### src/rtl/bt_cmd_pkg.sv
// Shared constants and state types for the Bluetooth command controller.
package bt_cmd_pkg;

    // ASCII command bytes from the Bluetooth app
    localparam logic [7:0] CMD_PAUSE   = 8'h50;  // 'P'
    localparam logic [7:0] CMD_NEXT    = 8'h4E;  // 'N'
    localparam logic [7:0] CMD_PREV    = 8'h42;  // 'B'
    localparam logic [7:0] CMD_VOLUP   = 8'h2B;  // '+'
    localparam logic [7:0] CMD_VOLDN   = 8'h2D;  // '-'
    localparam logic [7:0] CMD_SONG    = 8'h53;  // 'S'
    localparam logic [7:0] CMD_VOL     = 8'h56;  // 'V'
    localparam logic [7:0] ASCII_0     = 8'h30;  // '0'

    // Largest usable VS10xx attenuation (0xFF means analog power-down)
    localparam logic [7:0] VOL_ATT_MAX = 8'hFE;

    typedef enum logic [1:0] {
        IDLE,
        ARG_SONG,
        ARG_VOL
    } cmd_state_e;

    typedef enum logic [1:0] {
        RX_IDLE,
        RX_START,
        RX_DATA,
        RX_STOP
    } rx_state_e;

endpackage

### src/rtl/uart_rx_8n1.sv
// 8N1 UART receiver: 2-FF synchronizer, start-bit glitch rejection,
// centre-of-bit sampling, one-cycle byte/framing-error strobes.
module uart_rx_8n1
    import bt_cmd_pkg::*;
#(
    parameter int CLK_FREQ = 100_000_000,
    parameter int BAUD     = 9600
) (
    input  logic       clk,
    input  logic       rst_n,
    input  logic       rx,
    output logic [7:0] rx_byte,
    output logic       rx_valid,
    output logic       frame_err
);

    localparam int BAUD_DIV = CLK_FREQ / BAUD;
    localparam int CNT_W    = (BAUD_DIV > 1) ? $clog2(BAUD_DIV) : 1;
    localparam logic [CNT_W-1:0] FULL_LAST = CNT_W'(BAUD_DIV - 1);
    localparam logic [CNT_W-1:0] HALF_LAST = CNT_W'(BAUD_DIV / 2 - 1);

    logic [1:0]       sync_q;
    logic             prev_q;
    logic             rx_s;
    rx_state_e        st_q, st_d;
    logic [CNT_W-1:0] cnt_q, cnt_d;
    logic [2:0]       bit_q, bit_d;
    logic [7:0]       sh_q, sh_d;
    logic             vld_q, vld_d;
    logic             ferr_q, ferr_d;

    assign rx_s = sync_q[1];

    // State register: synchronizer, edge history, bit FSM and datapath
    always_ff @(posedge clk or negedge rst_n) begin
        if (!rst_n) begin
            sync_q <= 2'b11;
            prev_q <= 1'b1;
            st_q   <= RX_IDLE;
            cnt_q  <= '0;
            bit_q  <= '0;
            sh_q   <= '0;
            vld_q  <= 1'b0;
            ferr_q <= 1'b0;
        end else begin
            sync_q <= {sync_q[0], rx};
            prev_q <= rx_s;
            st_q   <= st_d;
            cnt_q  <= cnt_d;
            bit_q  <= bit_d;
            sh_q   <= sh_d;
            vld_q  <= vld_d;
            ferr_q <= ferr_d;
        end
    end

    // Next state: bit timing counts from the detected falling edge
    always_comb begin
        st_d   = st_q;
        cnt_d  = cnt_q + CNT_W'(1);
        bit_d  = bit_q;
        sh_d   = sh_q;
        vld_d  = 1'b0;
        ferr_d = 1'b0;
        case (st_q)
            RX_IDLE: begin
                cnt_d = '0;
                if (!rx_s && prev_q) st_d = RX_START;
            end
            RX_START: begin
                if (cnt_q == HALF_LAST) begin
                    cnt_d = '0;
                    bit_d = '0;
                    // Line back high at mid start bit: a glitch, not a frame
                    st_d  = rx_s ? RX_IDLE : RX_DATA;
                end
            end
            RX_DATA: begin
                if (cnt_q == FULL_LAST) begin
                    cnt_d = '0;
                    sh_d  = {rx_s, sh_q[7:1]};
                    bit_d = bit_q + 3'd1;
                    if (bit_q == 3'd7) st_d = RX_STOP;
                end
            end
            RX_STOP: begin
                if (cnt_q == FULL_LAST) begin
                    cnt_d = '0;
                    st_d  = RX_IDLE;
                    if (rx_s) vld_d  = 1'b1;
                    else      ferr_d = 1'b1;
                end
            end
            default: begin
                st_d  = RX_IDLE;
                cnt_d = '0;
            end
        endcase
    end

    // Outputs straight from registers
    always_comb begin
        rx_byte   = sh_q;
        rx_valid  = vld_q;
        frame_err = ferr_q;
    end

endmodule

### src/rtl/bt_cmd_ctrl.sv
// Bluetooth command controller: decodes ASCII commands from the UART and
// holds volume, song index and pause state for the mp3 player block.
module bt_cmd_ctrl
    import bt_cmd_pkg::*;
#(
    parameter int         CLK_FREQ    = 100_000_000,
    parameter int         BAUD        = 9600,
    parameter int         NUM_SONGS   = 4,
    parameter logic [7:0] VOL_DEFAULT = 8'h20,
    parameter logic [7:0] VOL_STEP    = 8'h10,
    parameter int         ARG_TIMEOUT = CLK_FREQ / 10,
    localparam int        SONG_W      = ($clog2(NUM_SONGS) < 1) ? 1 : $clog2(NUM_SONGS)
) (
    input  logic              clk,
    input  logic              rst_n,
    input  logic              rx,
    input  logic              i_FINISH,
    output logic [15:0]       o_vol,
    output logic [SONG_W-1:0] o_song,
    output logic              o_pause,
    output logic              o_song_change,
    output logic              o_cmd_err
);

    localparam logic [SONG_W-1:0] SONG_LAST   = SONG_W'(NUM_SONGS - 1);
    localparam logic [7:0]        NUM_SONGS_B = 8'(NUM_SONGS);
    localparam int                TMR_W       = $clog2(ARG_TIMEOUT + 1);
    localparam logic [TMR_W-1:0]  TMR_LAST    = TMR_W'(ARG_TIMEOUT - 1);

    logic [7:0]        rx_byte;
    logic              rx_valid;
    logic              frame_err;

    cmd_state_e        state_q, state_d;
    logic [TMR_W-1:0]  tmr_q, tmr_d;
    logic [7:0]        att_q, att_d;
    logic [SONG_W-1:0] song_q, song_d;
    logic              pause_q, pause_d;
    logic              chg_q, chg_d;
    logic              err_q, err_d;

    logic [SONG_W-1:0] next_song;
    logic [8:0]        vol_sum;
    logic [7:0]        digit;
    logic              song_cmd;

    uart_rx_8n1 #(
        .CLK_FREQ (CLK_FREQ),
        .BAUD     (BAUD)
    ) u_rx (
        .clk       (clk),
        .rst_n     (rst_n),
        .rx        (rx),
        .rx_byte   (rx_byte),
        .rx_valid  (rx_valid),
        .frame_err (frame_err)
    );

    assign next_song = (song_q == SONG_LAST) ? '0 : song_q + SONG_W'(1);
    assign vol_sum   = {1'b0, att_q} + {1'b0, VOL_STEP};
    assign digit     = rx_byte - ASCII_0;

    // State register: command FSM, argument timer and player state
    always_ff @(posedge clk or negedge rst_n) begin
        if (!rst_n) begin
            state_q <= IDLE;
            tmr_q   <= '0;
            att_q   <= VOL_DEFAULT;
            song_q  <= '0;
            pause_q <= 1'b0;
            chg_q   <= 1'b0;
            err_q   <= 1'b0;
        end else begin
            state_q <= state_d;
            tmr_q   <= tmr_d;
            att_q   <= att_d;
            song_q  <= song_d;
            pause_q <= pause_d;
            chg_q   <= chg_d;
            err_q   <= err_d;
        end
    end

    // Next state: command decode, argument handling and end-of-track advance
    always_comb begin
        state_d  = state_q;
        tmr_d    = tmr_q;
        att_d    = att_q;
        song_d   = song_q;
        pause_d  = pause_q;
        chg_d    = 1'b0;
        err_d    = frame_err;
        song_cmd = 1'b0;
        case (state_q)
            IDLE: begin
                if (rx_valid) begin
                    case (rx_byte)
                        CMD_PAUSE: pause_d = ~pause_q;
                        CMD_NEXT: begin
                            song_d   = next_song;
                            chg_d    = 1'b1;
                            song_cmd = 1'b1;
                        end
                        CMD_PREV: begin
                            song_d   = (song_q == '0) ? SONG_LAST : song_q - SONG_W'(1);
                            chg_d    = 1'b1;
                            song_cmd = 1'b1;
                        end
                        CMD_VOLUP: att_d = (att_q < VOL_STEP) ? 8'h00 : att_q - VOL_STEP;
                        CMD_VOLDN: att_d = (vol_sum > {1'b0, VOL_ATT_MAX}) ? VOL_ATT_MAX
                                                                            : vol_sum[7:0];
                        CMD_SONG: begin
                            state_d = ARG_SONG;
                            tmr_d   = '0;
                        end
                        CMD_VOL: begin
                            state_d = ARG_VOL;
                            tmr_d   = '0;
                        end
                        default: err_d = 1'b1;
                    endcase
                end
            end
            ARG_SONG: begin
                if (rx_valid) begin
                    state_d = IDLE;
                    // Reloading the current index is deliberate: it restarts the track
                    if (rx_byte >= ASCII_0 && digit < NUM_SONGS_B) begin
                        song_d   = digit[SONG_W-1:0];
                        chg_d    = 1'b1;
                        song_cmd = 1'b1;
                    end else begin
                        err_d = 1'b1;
                    end
                end else if (tmr_q == TMR_LAST) begin
                    err_d   = 1'b1;
                    state_d = IDLE;
                end else begin
                    tmr_d = tmr_q + TMR_W'(1);
                end
            end
            ARG_VOL: begin
                if (rx_valid) begin
                    state_d = IDLE;
                    att_d   = (rx_byte > VOL_ATT_MAX) ? VOL_ATT_MAX : rx_byte;
                end else if (tmr_q == TMR_LAST) begin
                    err_d   = 1'b1;
                    state_d = IDLE;
                end else begin
                    tmr_d = tmr_q + TMR_W'(1);
                end
            end
            default: state_d = IDLE;
        endcase
        // A decoded song command in the same cycle supersedes end-of-track
        if (i_FINISH && !song_cmd) begin
            song_d = next_song;
            chg_d  = 1'b1;
        end
    end

    // Outputs: both volume bytes carry the same attenuation
    always_comb begin
        o_vol         = {att_q, att_q};
        o_song        = song_q;
        o_pause       = pause_q;
        o_song_change = chg_q;
        o_cmd_err     = err_q;
    end

endmodule

### config.mk
export PLATFORM = sky130hd
export DESIGN_NAME = bt_cmd_ctrl
export DESIGN_NICKNAME = d
export VERILOG_FILES = /design/src/rtl/bt_cmd_pkg.sv /design/src/rtl/uart_rx_8n1.sv /design/src/rtl/bt_cmd_ctrl.sv
export SDC_FILE = /design/constraint.sdc
export NUM_CORES = 1
export LEC_CHECK = 0
export ABC_AREA = 1
export CAP_MARGIN = 40
export CELL_PAD_IN_SITES_DETAIL_PLACEMENT = 0
export CELL_PAD_IN_SITES_GLOBAL_PLACEMENT = 1
export CORE_ASPECT_RATIO = 2
export CORE_MARGIN = 4
export CORE_UTILIZATION = 40
export DETAILED_ROUTE_END_ITERATION = 10
export GPL_TIMING_DRIVEN = 0
export PLACE_DENSITY = 0.82
export REMOVE_ABC_BUFFERS = 1
export SLEW_MARGIN = 20
export SYNTH_ARGS = -nofsm -noshare
export SYNTH_HDL_FRONTEND = slang
export SYNTH_SLANG_ARGS = --single-unit
### constraint.sdc
create_clock -name clk -period 1.8 [get_ports clk]
set_clock_uncertainty 0.2 [all_clocks]
set_input_delay 0.54 -clock clk [delete_from_list [all_inputs] [get_ports clk]]
set_output_delay 0.54 -clock clk [all_outputs]
set_load 0.01 [all_outputs]
==> metrics list <==
* Sum of routed wire length over all layers: about 15000 µm
- For this run, the number of Yosys warnings is 0.
* Least setup slack across all paths after layout: -0.0985 ns
* Primary FF master, synth: sky130_fd_sc_hd__dfrtp_1
* X dimension of the die: 86.5 µm
* Routed length per placed instance: around 15 µm
- The number of max-slew violations in the final report is 0.
- The number of antenna diodes in the final layout is 0.
- In this run the worst path has a maximum fanout of 7.
- Fill cell instance count of the final layout: approximately 1.1k
- GR met3 Demand/Resource: about 3.1%
* Clock tree from TritonCTS: done
- Worst Hold Margin: between 0.1 and 0.15 ns
- In this run the remaining antenna-violating nets after routing total 0.
- Global router's overall resource usage: 21.0%
- Among all cell types in the netlist, the one instantiated most often is sky130_fd_sc_hd__nand2_1.
* Critical path arrival: 1.92 ns
* Average instance area after synthesis: between 7 and 8 µm²
- Cell row count: 57
* Synthesized-area fraction occupied by ao, oa, aoi and oai cells: under 10%
- The commonest cells after synthesis are sky130_fd_sc_hd__nand2_1, sky130_fd_sc_hd__nor2_1, sky130_fd_sc_hd__dfrtp_1.
- Synthesis-to-layout area growth: 38.4%
- Number of DRC markers after the initial detailed-route iteration: 203
* Synthesized instance count: approximately 700
* Total area of sequential cells: 1800 µm²
- In the routed layout, each cell is associated on average with a via count of roughly 5.2.
* Core box area: 12100 µm²
- TNS Setup: -2.35 ns
* I/O pin count: 25
- Measured along the y axis, the die boundary spans between 150 and 200 µm.
* Deepest clock path buffer count: 2
- Critical Path RT: 1.82 ns
- sky130_fd_sc_hd__dfrtp_1 takes more of the synthesized area than any other cell.
- Sequential elements use between 30 and 40% of the synthesized area.
- After synthesis, the share of flip-flops with an asynchronous set or reset is between 90% and 100%.
- Skew-Pair Late Insertion Delay: between 0.3 and 0.4 ns
* Wire length of the first global-routing pass: about 23000 µm
- Yosys reg bits: 71
* Antenna violations before repair: 0
- Violated checks: negative setup slack
- Timing would allow up to approximately 0.53 GHz.
- Main combinational cell family by area after synthesis: simple AND/OR/NAND/NOR gates
- Of the total synthesized cell area, the portion taken by full adders, half adders and majority gates is around 4.3%.
- Outcome: finished with violations
* Layer with the highest usage after global routing: met2
* Met2 usage: between 30% and 40%
- Yosys mapped a number of flops with a built-in enable equal to 0.
- Number of cells traversed by the worst hold path: 0
- Number of cells on the worst reg-to-reg path: 12
- Clock period minus worst slack: around 1.9 ns
* Cell types with the largest area share after synthesis: sky130_fd_sc_hd__dfrtp_1, sky130_fd_sc_hd__nand2_1, sky130_fd_sc_hd__nor2_1
* Number of H-tree levels: 3
- Multi-input logic area: 3300 µm²
- The floorplan step defined a die boundary enclosing roughly 14000 µm².
- Port Buf Inserts: 24
* Hold Path Class: register to register
* Critical path type: register to register
* DP Cell Count: ~860
- At the end of routability-driven placement, the weighted congestion stood at 0.915.
- Once detailed placement completed, the half-perimeter wirelength came to 8930 µm.
- The netlist uses 35 different library cells.
- Parity-gate share of the synthesized area counting xor and xnor cells: roughly 4%
* Worst relative slew slack: roughly 80%
* Number of sinks handled by clock tree synthesis: between 70 and 80
- Across the run, the number of max-cap violations was 0.
- In the final layout, the share of cells above drive strength 1 is around a third.
- The cell area that synthesis handed to floorplanning was around 4900 µm².
- Final critical-path share of the clock period: 105%
* Mux share of post-synthesis cell area: 0%
* Clock slew at reported path FFs: ~0.06 ns
- The final route contains between 4k and 5k vias.
- Cell at the root of the clock tree: sky130_fd_sc_hd__clkbuf_16
- For this run, global-route usage on met1 was measured as approximately a fifth.
- The worst setup path is captured at a register.
- Leakage dissipation: about 3 nW
- Num CTS Buffers: 9
* Unrepaired setup endpoints after global routing: true
* Pre-Repair DR Iteration Count: 5
- After the flow finishes, the layout carries non-filler instances totaling between 900 and 1k.
- Simple-gate area share of the yosys netlist: about two fifths
- For this design the ratio of total power to cell area is between 600 and 700 nW/µm².
- Type of element launching the critical path: register
- Starting Density: around 41%
- At the pin with the least slew margin, the transition time is ~0.32 ns.
* Worst IR drop on VDD: 0.000532 V
- Setup violations remaining at the end of the flow were counted as 36.
* Final hold violation count: 0
* Remaining global-route overflow: 0
* Final net count: between 800 and 900
* Count of unresolved DRC violations after routing: 0
- Vias in the first global route: 4948
* Proportion of netlist area held by the largest area contributor: about a third
* Maximum number of pins on one net before global-route repair: 54
[where the power goes]
part | internal, mW | switching (mW) | total (mW)
Combinational | 0.380 | 0.506 | 0.886
Sequential | 1.68 | 0.0718 | 1.75
Clock | 0.975 | 0.728 | 1.70
Total | 3.04 | 1.31 | 4.34
[state kept, by name, indices dropped and copies added (netlist names), named ones only]
signal / count
u_rx.st_q: 1
att_q: 8
o_song_change: 1
o_song: 2
state_q: 2
u_rx.rx_byte: 8
o_cmd_err: 1
tmr_q: 24
u_rx.bit_q: 3
o_pause: 1
u_rx.rx_valid: 1
u_rx.prev_q: 1
u_rx.frame_err: 1
u_rx.cnt_q: 14
u_rx.sync_q: 2
[layout make-up]
type,instances,area share [%]
inverters,78,4.85
multi-input cells,539,48.4
repair inverters,1,0.0735
flip-flops and latches,71,26.5
well taps,147,2.70
clock buffers,10,3.51
clock inverters,6,0.624
repair buffers,97,13.4
[worst max-delay path, cell delays in order, from the launching register on]
cell and delay (ns):
sky130_fd_sc_hd__dfrtp_1 0.40, sky130_fd_sc_hd__ha_4 0.17, sky130_fd_sc_hd__inv_4 0.05, sky130_fd_sc_hd__nor2_8 0.11, sky130_fd_sc_hd__nand4_2 0.09, sky130_fd_sc_hd__nor2_2 0.14, sky130_fd_sc_hd__nand3_4 0.12, sky130_fd_sc_hd__nand2_4 0.09
sky130_fd_sc_hd__buf_6 0.11, sky130_fd_sc_hd__nor2_4 0.05, sky130_fd_sc_hd__buf_12 0.14, sky130_fd_sc_hd__nand3_2 0.05, sky130_fd_sc_hd__nand2_1 0.06
[cells in the final DEF, fill, tap and decap left out, types with 4 or more instances in the layout]
| cell type | count |
|---|---|
| sky130_fd_sc_hd__nand2_1 | 194 |
| sky130_fd_sc_hd__nor2_1 | 83 |
| sky130_fd_sc_hd__buf_4 | 55 |
| sky130_fd_sc_hd__inv_1 | 50 |
| sky130_fd_sc_hd__dfrtp_1 | 50 |
| sky130_fd_sc_hd__nand3_1 | 37 |
| sky130_fd_sc_hd__nand3_2 | 27 |
| sky130_fd_sc_hd__nand2_2 | 26 |
| sky130_fd_sc_hd__inv_2 | 20 |
| sky130_fd_sc_hd__o21ai_0 | 20 |
| sky130_fd_sc_hd__xor2_1 | 17 |
| sky130_fd_sc_hd__nor2_2 | 17 |
| sky130_fd_sc_hd__dfrtp_2 | 17 |
| sky130_fd_sc_hd__nor3_1 | 14 |
| sky130_fd_sc_hd__buf_6 | 14 |
| sky130_fd_sc_hd__nor2_4 | 12 |
| sky130_fd_sc_hd__a21oi_1 | 12 |
| sky130_fd_sc_hd__dlygate4sd2_1 | 11 |
| sky130_fd_sc_hd__nand4_1 | 10 |
| sky130_fd_sc_hd__nand2_4 | 9 |
| sky130_fd_sc_hd__ha_1 | 9 |
| sky130_fd_sc_hd__clkbuf_16 | 9 |
| sky130_fd_sc_hd__clkdlybuf4s15_1 | 8 |
| sky130_fd_sc_hd__ha_4 | 7 |
| sky130_fd_sc_hd__inv_4 | 5 |
| sky130_fd_sc_hd__a21oi_2 | 5 |
| sky130_fd_sc_hd__nand3_4 | 4 |
| sky130_fd_sc_hd__nand2_8 | 4 |
| sky130_fd_sc_hd__xnor2_1 | 4 |
| sky130_fd_sc_hd__nand4_4 | 4 |
| sky130_fd_sc_hd__dfstp_2 | 4 |
| sky130_fd_sc_hd__buf_12 | 4 |
[stage by stage]
stage	total power, mW	cell area [µm²]	util (%)	setup slack (ns)
2_1_floorplan	2.20	4780	-	-0.636
3_3_place_gp	2.39	5200	42.9	-2.60
3_5_place_dp	2.42	5230	43.1	-1.44
4_1_cts	4.25	6290	51.9	-0.105
5_1_grt	4.58	6810	56.2	-0.208
6_report	4.34	6810	56.2	-0.0985
[layer usage]
layer  up-vias  wire length (µm)  share of wire [%]
met2       122              8170                 56
met5         -                 0                  0
met3        59               446                3.0
met1      2343              5020                 34
li1       2413                 -                  -
met4         0              1010                6.9
[logic make-up after synthesis]
| group | after synthesis |
|---|---|
| simple gates | 449 |
| flops | 71 |
| xor+xnor | 22 |
| compound gates | 47 |
| buf+inv | 97 |
| fa+ha+maj | 17 |
[what timing repair did]
item,CTS,global route
buffers inserted,44,26
endpoints found under the hold margin,18,0
hold buffers,1,0
resized for setup,119,103
gates cloned,6,0
pin swaps,36,37
endpoints found under the setup margin,86,79
[path summary, 6_finish.rpt]
kind	from	to	slack (ns)
worst min-delay path	u_rx.sync_q[0]$_DFF_PN1_	u_rx.sync_q[1]$_DFF_PN1_	0.15
worst max register to register	tmr_q[0]$_DFFE_PN0P_	tmr_q[23]$_DFFE_PN0P_	-0.1
max in group asynchronous	rst_n	u_rx.sync_q[0]$_DFF_PN1_	0.34
worst max-delay path	tmr_q[0]$_DFFE_PN0P_	tmr_q[23]$_DFFE_PN0P_	-0.1
min in group asynchronous	rst_n	att_q[1]$_DFFE_PN0P_	0.44
worst min register to register	u_rx.sync_q[0]$_DFF_PN1_	u_rx.sync_q[1]$_DFF_PN1_	0.15
Power figures use the tool's default switching activity.
